`src/rtl/ped_input_conditioner.sv`:
```
// Front-panel input conditioner: two-flop synchronisers and debounce FSMs for two pedestrian
// buttons (press pulse + sticky request) and two mode switches (clean levels).
module ped_input_conditioner #(
   parameter int DEBOUNCE_CYCLES = 1_000_000,
   parameter int CNT_W           = 20
) (
   input  logic clk,
   input  logic reset,
   input  logic ns_btn_raw,
   input  logic ew_btn_raw,
   input  logic error_sw_raw,
   input  logic four_way_sw_raw,
   input  logic ns_ack,
   input  logic ew_ack,
   output logic ns_pedestrian,
   output logic ew_pedestrian,
   output logic ns_req_pending,
   output logic ew_req_pending,
   output logic error,
   output logic four_way_stop
);

   typedef enum logic [1:0] {
      ST_LOW          = 2'd0,
      ST_PRESS_WAIT   = 2'd1,
      ST_HIGH         = 2'd2,
      ST_RELEASE_WAIT = 2'd3
   } deb_state_t;

   localparam logic [CNT_W-1:0] CNT_LAST = CNT_W'(DEBOUNCE_CYCLES - 1);
   localparam logic [CNT_W-1:0] CNT_ZERO = {CNT_W{1'b0}};
   localparam logic [CNT_W-1:0] CNT_ONE  = CNT_W'(1);

   logic [3:0] raw_s;
   logic [1:0] ack_s;
   logic [1:0] pulse_s;
   logic [1:0] pending_s;
   logic [1:0] sw_level_s;

   // Channels 0/1 are the NS/EW buttons, 2/3 the error and four-way switches.
   assign raw_s = {four_way_sw_raw, error_sw_raw, ew_btn_raw, ns_btn_raw};
   assign ack_s = {ew_ack, ns_ack};

   for (genvar i = 0; i < 4; i++) begin : g_ch
      logic             sync1_r;
      logic             sync_r;
      deb_state_t       state_r;
      deb_state_t       state_next_s;
      logic [CNT_W-1:0] cnt_r;
      logic [CNT_W-1:0] cnt_next_s;
      logic             level_r;
      logic             level_next_s;

      // Two-flop synchroniser; only sync_r feeds the debounce logic.
      always_ff @(posedge clk) begin
         if (!reset) begin
            sync1_r <= 1'b0;
            sync_r  <= 1'b0;
         end else begin
            sync1_r <= raw_s[i];
            sync_r  <= sync1_r;
         end
      end

      // Debounce state and counter register.
      always_ff @(posedge clk) begin
         if (!reset) begin
            state_r <= ST_LOW;
            cnt_r   <= CNT_ZERO;
         end else begin
            state_r <= state_next_s;
            cnt_r   <= cnt_next_s;
         end
      end

      // Next-state logic: any reversal during a wait abandons the count.
      always_comb begin
         state_next_s = state_r;
         cnt_next_s   = cnt_r;
         case (state_r)
            ST_LOW: begin
               if (sync_r) begin
                  state_next_s = ST_PRESS_WAIT;
                  cnt_next_s   = CNT_ZERO;
               end else begin
                  state_next_s = ST_LOW;
               end
            end
            ST_PRESS_WAIT: begin
               if (!sync_r) begin
                  state_next_s = ST_LOW;
               end else if (cnt_r == CNT_LAST) begin
                  state_next_s = ST_HIGH;
               end else begin
                  cnt_next_s = cnt_r + CNT_ONE;
               end
            end
            ST_HIGH: begin
               if (!sync_r) begin
                  state_next_s = ST_RELEASE_WAIT;
                  cnt_next_s   = CNT_ZERO;
               end else begin
                  state_next_s = ST_HIGH;
               end
            end
            ST_RELEASE_WAIT: begin
               if (sync_r) begin
                  state_next_s = ST_HIGH;
               end else if (cnt_r == CNT_LAST) begin
                  state_next_s = ST_LOW;
               end else begin
                  cnt_next_s = cnt_r + CNT_ONE;
               end
            end
            default: begin
               state_next_s = ST_LOW;
               cnt_next_s   = CNT_ZERO;
            end
         endcase
      end

      // Output decode: the accepted level is high in HIGH and while a release is pending.
      always_comb begin
         level_next_s = (state_next_s == ST_HIGH) || (state_next_s == ST_RELEASE_WAIT);
      end

      // Registered debounced level.
      always_ff @(posedge clk) begin
         if (!reset) begin
            level_r <= 1'b0;
         end else begin
            level_r <= level_next_s;
         end
      end

      if (i < 2) begin : g_btn
         logic accept_s;
         logic pending_next_s;
         logic pulse_r;
         logic pending_r;

         // A press is accepted exactly when the level rises; a visible pulse also beats an ack.
         always_comb begin
            accept_s       = level_next_s & ~level_r;
            pending_next_s = accept_s | pulse_r | (pending_r & ~ack_s[i]);
         end

         // Registered press pulse and sticky request.
         always_ff @(posedge clk) begin
            if (!reset) begin
               pulse_r   <= 1'b0;
               pending_r <= 1'b0;
            end else begin
               pulse_r   <= accept_s;
               pending_r <= pending_next_s;
            end
         end

         assign pulse_s[i]   = pulse_r;
         assign pending_s[i] = pending_r;
      end else begin : g_sw
         assign sw_level_s[i-2] = level_r;
      end
   end

   assign ns_pedestrian  = pulse_s[0];
   assign ew_pedestrian  = pulse_s[1];
   assign ns_req_pending = pending_s[0];
   assign ew_req_pending = pending_s[1];
   assign error          = sw_level_s[0];
   assign four_way_stop  = sw_level_s[1];

endmodule
```
`config.mk`:
```
export PLATFORM = sky130hd
export DESIGN_NAME = ped_input_conditioner
export DESIGN_NICKNAME = d
export VERILOG_FILES = /design/src/rtl/ped_input_conditioner.sv
export SDC_FILE = /design/constraint.sdc
export NUM_CORES = 1
export LEC_CHECK = 0
export BUFFER_PORTS_ARGS = -buffer_cell sky130_fd_sc_hd__buf_2
export CAP_MARGIN = 30
export CORE_ASPECT_RATIO = 1.1
export CORE_MARGIN = 2
export CORE_UTILIZATION = 43
export CTS_BUF_LIST = sky130_fd_sc_hd__clkbuf_8
export DETAILED_ROUTE_END_ITERATION = 8
export PLACE_DENSITY = 0.58
export SLEW_MARGIN = 20
export SYNTH_ARGS = -nofsm -noshare
export SYNTH_HDL_FRONTEND = slang
export SYNTH_SLANG_ARGS = --single-unit
```
`constraint.sdc`:
```
create_clock -name clk -period 2.33 [get_ports clk]
set_input_delay 0.1165 -clock clk [delete_from_list [all_inputs] [get_ports clk]]
set_output_delay 0.1165 -clock clk [all_outputs]
set_load 0.05 [all_outputs]
```
---- Yosys cells after proc, flatten, opt, wreduce, memory -nomap -nowiden ----
Cells that the tools add are included.
word-level totals
  bits in registers ....................... 104
  input bits .............................. 8
  word-level logic and storage cells ...... 144
operators by class
  $add $sub $neg .......................... 4
  eq/ne operators ......................... 40
  mux-type cells .......................... 52
  bitwise logic cells ..................... 12
  reduce and logical (&&, ||, !) cells .... 12
operator list
  kind                                           number
  two-way mux 20 bit                             20
  one-hot mux 20 bit (4 select lines)            4
  adder 20 x 1 -> 20 bit, second input constant  4
  == test 20 bit, second input constant          4
  == test 2 bit, second input constant           16
  two-way mux 2 bit                              16
  != test 2 bit, second input constant           16
  one-hot mux 2 bit (4 select lines)             4
  AND reduction 4 bit                            4
  == test 2 x 1 -> 1 bit, second input constant  4
  zero test 2 bit                                4
  two-way mux 1 bit                              8
  bitwise AND 1 bit                              4
  logical OR 1 bit                               4
  inverter 1 bit                                 4
  bitwise OR 1 bit                               4

---- Depth between registers and ports, before layout ----
  depth after elaboration ................. 9
  mapped depth ............................ 8
  gate-level depth less buffers ........... 6

---- Worst setup path before layout ----
Ideal clock, no wire load.
  path kind ............................... reg-to-reg
  start ................................... reg g_ch[3].cnt_r[0]
  end ..................................... reg g_ch[3].cnt_r[12]
  library setup time ...................... 0.075 ns
  arrival ................................. 1.918 ns
  required time ........................... 2.255 ns
  path slack .............................. 0.338 ns
  stages on the path, launching flop included .. 9
  buffers on the path ..................... 2
  period minus slack after synthesis ...... 1.992 ns
  path through ............................ dfxtp_1 ha_1 nand3_1 or2_2 buf_2 o21ai_2 clkbuf_1 a21oi_1 o22ai_1
between the ends
  word-level cells in the longest chain between the ends .. 4
  elaborated cells on any way between the ends .. 6
ends and longest elaborated chain
  item                                                      line     text
  start, declared                                           49       logic [CNT_W-1:0] cnt_r;
  start signal, assigned                                    72       cnt_r <= cnt_next_s;
  adder 20 x 1 -> 20 bit or == test 20 bit (tied branches)  -
  two-way mux 20 bit (*)                                    92, 109
  two-way mux 20 bit, on equally long branches              107, 90
  one-hot mux 20 bit (4 select lines) (*)                   80       case (state_r)
Every way passes the cells marked *; elsewhere a longest branch is shown, timed or not. The select of a mux whose other input is x is not followed.
A chain may end at the register's enable or synchronous reset.

---- Final worst setup path ----
Ends and elaborated chain as after synthesis.

==> impl_results.rst <==
.. list-table::
   :header-rows: 1

   * - Metric
     - Value
   * - Count of nets left with antenna violations after detail routing
     - 0
   * - Area of the mapped netlist
     - 4860 sq um
   * - Synthesized net count
     - 601
   * - Mean Syn Cell Area
     - 8.25 sq um
   * - Critical path, cell by cell
     - ha_1, nand3_1, or2_2, or3_1, or3_1, o22ai_1
   * - Leading cell type by number of instances after synthesis
     - dfxtp_1
   * - Wire length of the first global-routing pass
     - 18500 um
   * - Number of nets at the end of the flow
     - 625
   * - Clock tree buffer depth
     - 2
   * - Startpoint-to-endpoint class of the critical path
     - reg2reg
   * - MaxCap Viol Count
     - 0
   * - Worst setup SP type
     - register
   * - Clock-pin slew on the worst setup and hold paths
     - 0.09 ns
   * - Height of the die
     - 116 um
   * - TritonCTS clock tree
     - done
   * - Syn Inst Count
     - 589
   * - Library cell with the largest summed area after synthesis
     - dfxtp_1
   * - Leading post-synthesis cells by cell area
     - dfxtp_1 (42%), a21oi_1 (5.5%), nand2_1 (4.8%)
   * - Antenna violations before repair
     - 0
   * - Run status
     - finished clean
   * - Cell count after placement
     - 745
   * - Cts bufs inserted
     - 9
   * - Delay of the slowest cell on the worst path
     - 0.43 ns
   * - Number of slew-limit violations in the final report
     - 0
   * - Die area
     - 12200 sq um
   * - Global router's overall resource usage
     - 0.184
   * - Slew margin rel.
     - 0.618
   * - Count of unresolved DRC violations after routing
     - 0
   * - Largest voltage drop on the vdd net
     - 0.226 mV
   * - DRT iter0 DRCs
     - 178
   * - Ratio of total power to cell area
     - 554 nW/um^2
   * - Synth unique cells
     - 52
   * - Highest-delay cell along the critical path
     - or2_2
   * - Routed wire length per instance
     - 14.0 um
   * - Highest attainable clock frequency
     - 0.479 GHz
   * - Fraction of synthesis flops using an asynchronous set or reset pin
     - 0
   * - Ratio of final minimum period to clock period
     - 0.896
   * - Util after Layout
     - 0.494
   * - Share of the synthesized area in the top cell type
     - 0.420
   * - Diode insertion count for antenna repair
     - 0
   * - Clock period minus final worst setup slack
     - 2.09 ns
   * - Number of setup buffers added after CTS
     - 0
   * - Flip-flop cell with the highest count after synthesis
     - dfxtp_1
   * - Total via count after detailed routing
     - 4319
   * - Setup clock skew after layout
     - 0.00703 ns
   * - Crit Path Max Fanout
     - 12
   * - Core area
     - 11000 sq um
   * - Root buf cell
     - clkbuf_8
   * - Post-route setup TNS
     - 0 ns
   * - Cell occurring most often along the worst timing path
     - or3_1
   * - Die span in x
     - 105 um
   * - Worst min-delay path category
     - in2reg
   * - Final instance count without filler cells
     - 763
   * - Clock latency at the later pin of the worst-skew pair
     - 0.37 ns
   * - Final worst hold slack
     - 0.115 ns
   * - Final Wtd Congestion
     - 0.852
   * - Proportion of layout cells with a drive suffix above 1
     - 0.0990
   * - Transition at the pin with the smallest max-transition slack
     - 0.570 ns
   * - Initial Util
     - 0.443
   * - Flop and latch count out of synthesis
     - 102
   * - Overall overflow remaining after global route
     - 0
   * - Drt total wl
     - 10700 um
   * - Number of flops mapped to enable cells by yosys
     - 0
   * - Count of pins on the block boundary
     - 14
   * - Pre-antenna DRT Iters
     - 4
   * - Hold Violations, Final
     - 0
   * - Detailed-route vias per instance
     - 5.66
   * - WP data arrival
     - 2.38 ns
   * - Top cell types by occurrence after synthesis
     - dfxtp_1 (102), nand2_1 (62), a21oi_1 (53), nor2_1 (44)
   * - Number of global-route vias before repair
     - 3981
   * - Growth of design area from synthesis to finish
     - 11.4%
   * - Port Buf Inserts
     - 13
   * - Share of synthesized area occupied by flip-flops and latches
     - 0.420
   * - CTS H-Tree Depth
     - 3
   * - Final count of negative-setup-slack endpoints
     - 0
   * - Static leakage power
     - 0.00179 uW
   * - Setup repair after global routing missed its margin
     - no
   * - CP Data Required Time
     - 2.62 ns
   * - Row count
     - 40
   * - Layout fillers
     - 1086
   * - Number of sinks on the clock net
     - 102
   * - Count of warnings emitted by yosys
     - 0
   * - Largest net degree at the start of global routing
     - 39
   * - Capturing element type of the critical path
     - register
   * - Sum of net half-perimeters after detailed placement
     - 7290 um
[metrics by stage]
stage,power [uW],instance area (sq um),setup slack [ns]
final,3000,5420,0.243
after global placement,1920,5190,0.309
after CTS,3050,5420,0.251
after detailed placement,1920,5190,0.270
after global routing,3140,5420,0.0647
after floorplan,1880,4860,0.338
[flip-flops by register name (all words and copies together), names as in the netlist]
name            cells
g_ch.state_r        8
g_ch.level_r        2
ew_pedestrian       1
g_ch.cnt_r         80
g_ch.sync_r         4
ns_pedestrian       1
g_ch.sync1_r        4
ns_req_pending      1
ew_req_pending      1
[logic make-up (layout without fill, tap and decap cells)]
logic type,after synthesis,in the layout,share of synthesized area
fa+ha+maj,4,4,0.0103
flops,102,102,0.420
simple gates,281,281,0.322
buf+inv,37,64,0.0299
compound gates,133,133,0.159
mux,3,3,0.00644
xor+xnor,29,29,0.0523
[routing by layer]
| layer | track usage | vias to the layer above | wire length (um) | part of all wire |
|---|---|---|---|---|
| met5 | 0 | - | 0 | 0 |
| met4 | 0.0818 | 0 | 162 | 0.015 |
| met3 | 0.0309 | 14 | 272 | 0.026 |
| met2 | 0.305 | 61 | 5010 | 0.47 |
| met1 | 0.238 | 2026 | 5230 | 0.49 |
| li1 | - | 2218 | - | - |
[power by group]
part	internal, uW	switching [uW]	leakage, uW
Sequential	1750	8.99	0.000823
Clock	537	573	0.000104
Combinational	45.0	82.0	0.000863
Total	2330	664	0.00179
[final timing paths]
kind / start / endpoint / slack, ns / depth (start not counted)
hold reg to reg: g_ch[1].level_r$_SDFF_PN0_ / ew_pedestrian$_SDFF_PN0_ / 0.42 / 1
setup reg to reg: g_ch[3].cnt_r[0]$_SDFFE_PN0P_ / g_ch[3].cnt_r[12]$_SDFFE_PN0P_ / 0.24 / 6
hold / removal: ew_ack / ew_req_pending$_SDFF_PN0_ / 0.11 / 4
setup / recovery: g_ch[3].cnt_r[0]$_SDFFE_PN0P_ / g_ch[3].cnt_r[12]$_SDFFE_PN0P_ / 0.24 / 6
[critical path, delay by kind of cell, from the launching register on]
| kind | cells | cell delay, ns |
|---|---|---|
| AND/OR/NAND/NOR | 4 | 1.28 |
| flip-flops | 1 | 0.40 |
| adder cells (fa/ha/maj) | 1 | 0.20 |
| AO/OA/AOI/OAI | 1 | 0.13 |
[cell usage in the layout, fill, tap and decap left out, types with 8 or more instances in the layout]
cell type	synthesis	layout
buf_4	0	22
dfxtp_1	102	102
nor2_1	44	44
nand4_1	20	20
nand2_1	62	62
and3_1	10	10
inv_1	10	12
nor3_1	9	9
xor2_1	21	21
clkbuf_8	0	11
o21ai_0	36	36
a21oi_1	53	53
o31ai_1	11	11
and2_1	12	12
or3_1	14	14
buf_2	5	13
or4_1	29	29
xnor2_1	8	8
nand3_1	36	36
[timing repair]
action                    CTS  global route
hold endpoints to repair    4             0
resized for setup           0             0
hold buffers                4             0
[final cells by class]
type                       instances  area, sq um  share of cell area
inverter                          10         37.5             0.00693
clock inverter                     3         37.5             0.00693
clock buffer                      11          151              0.0280
tap                              147          184              0.0340
sequential                       102         2040               0.377
timing repair buffer              40          290              0.0536
multi-input combinational        450         2670               0.494
Note: power is estimated with default switching activity, not from simulation.
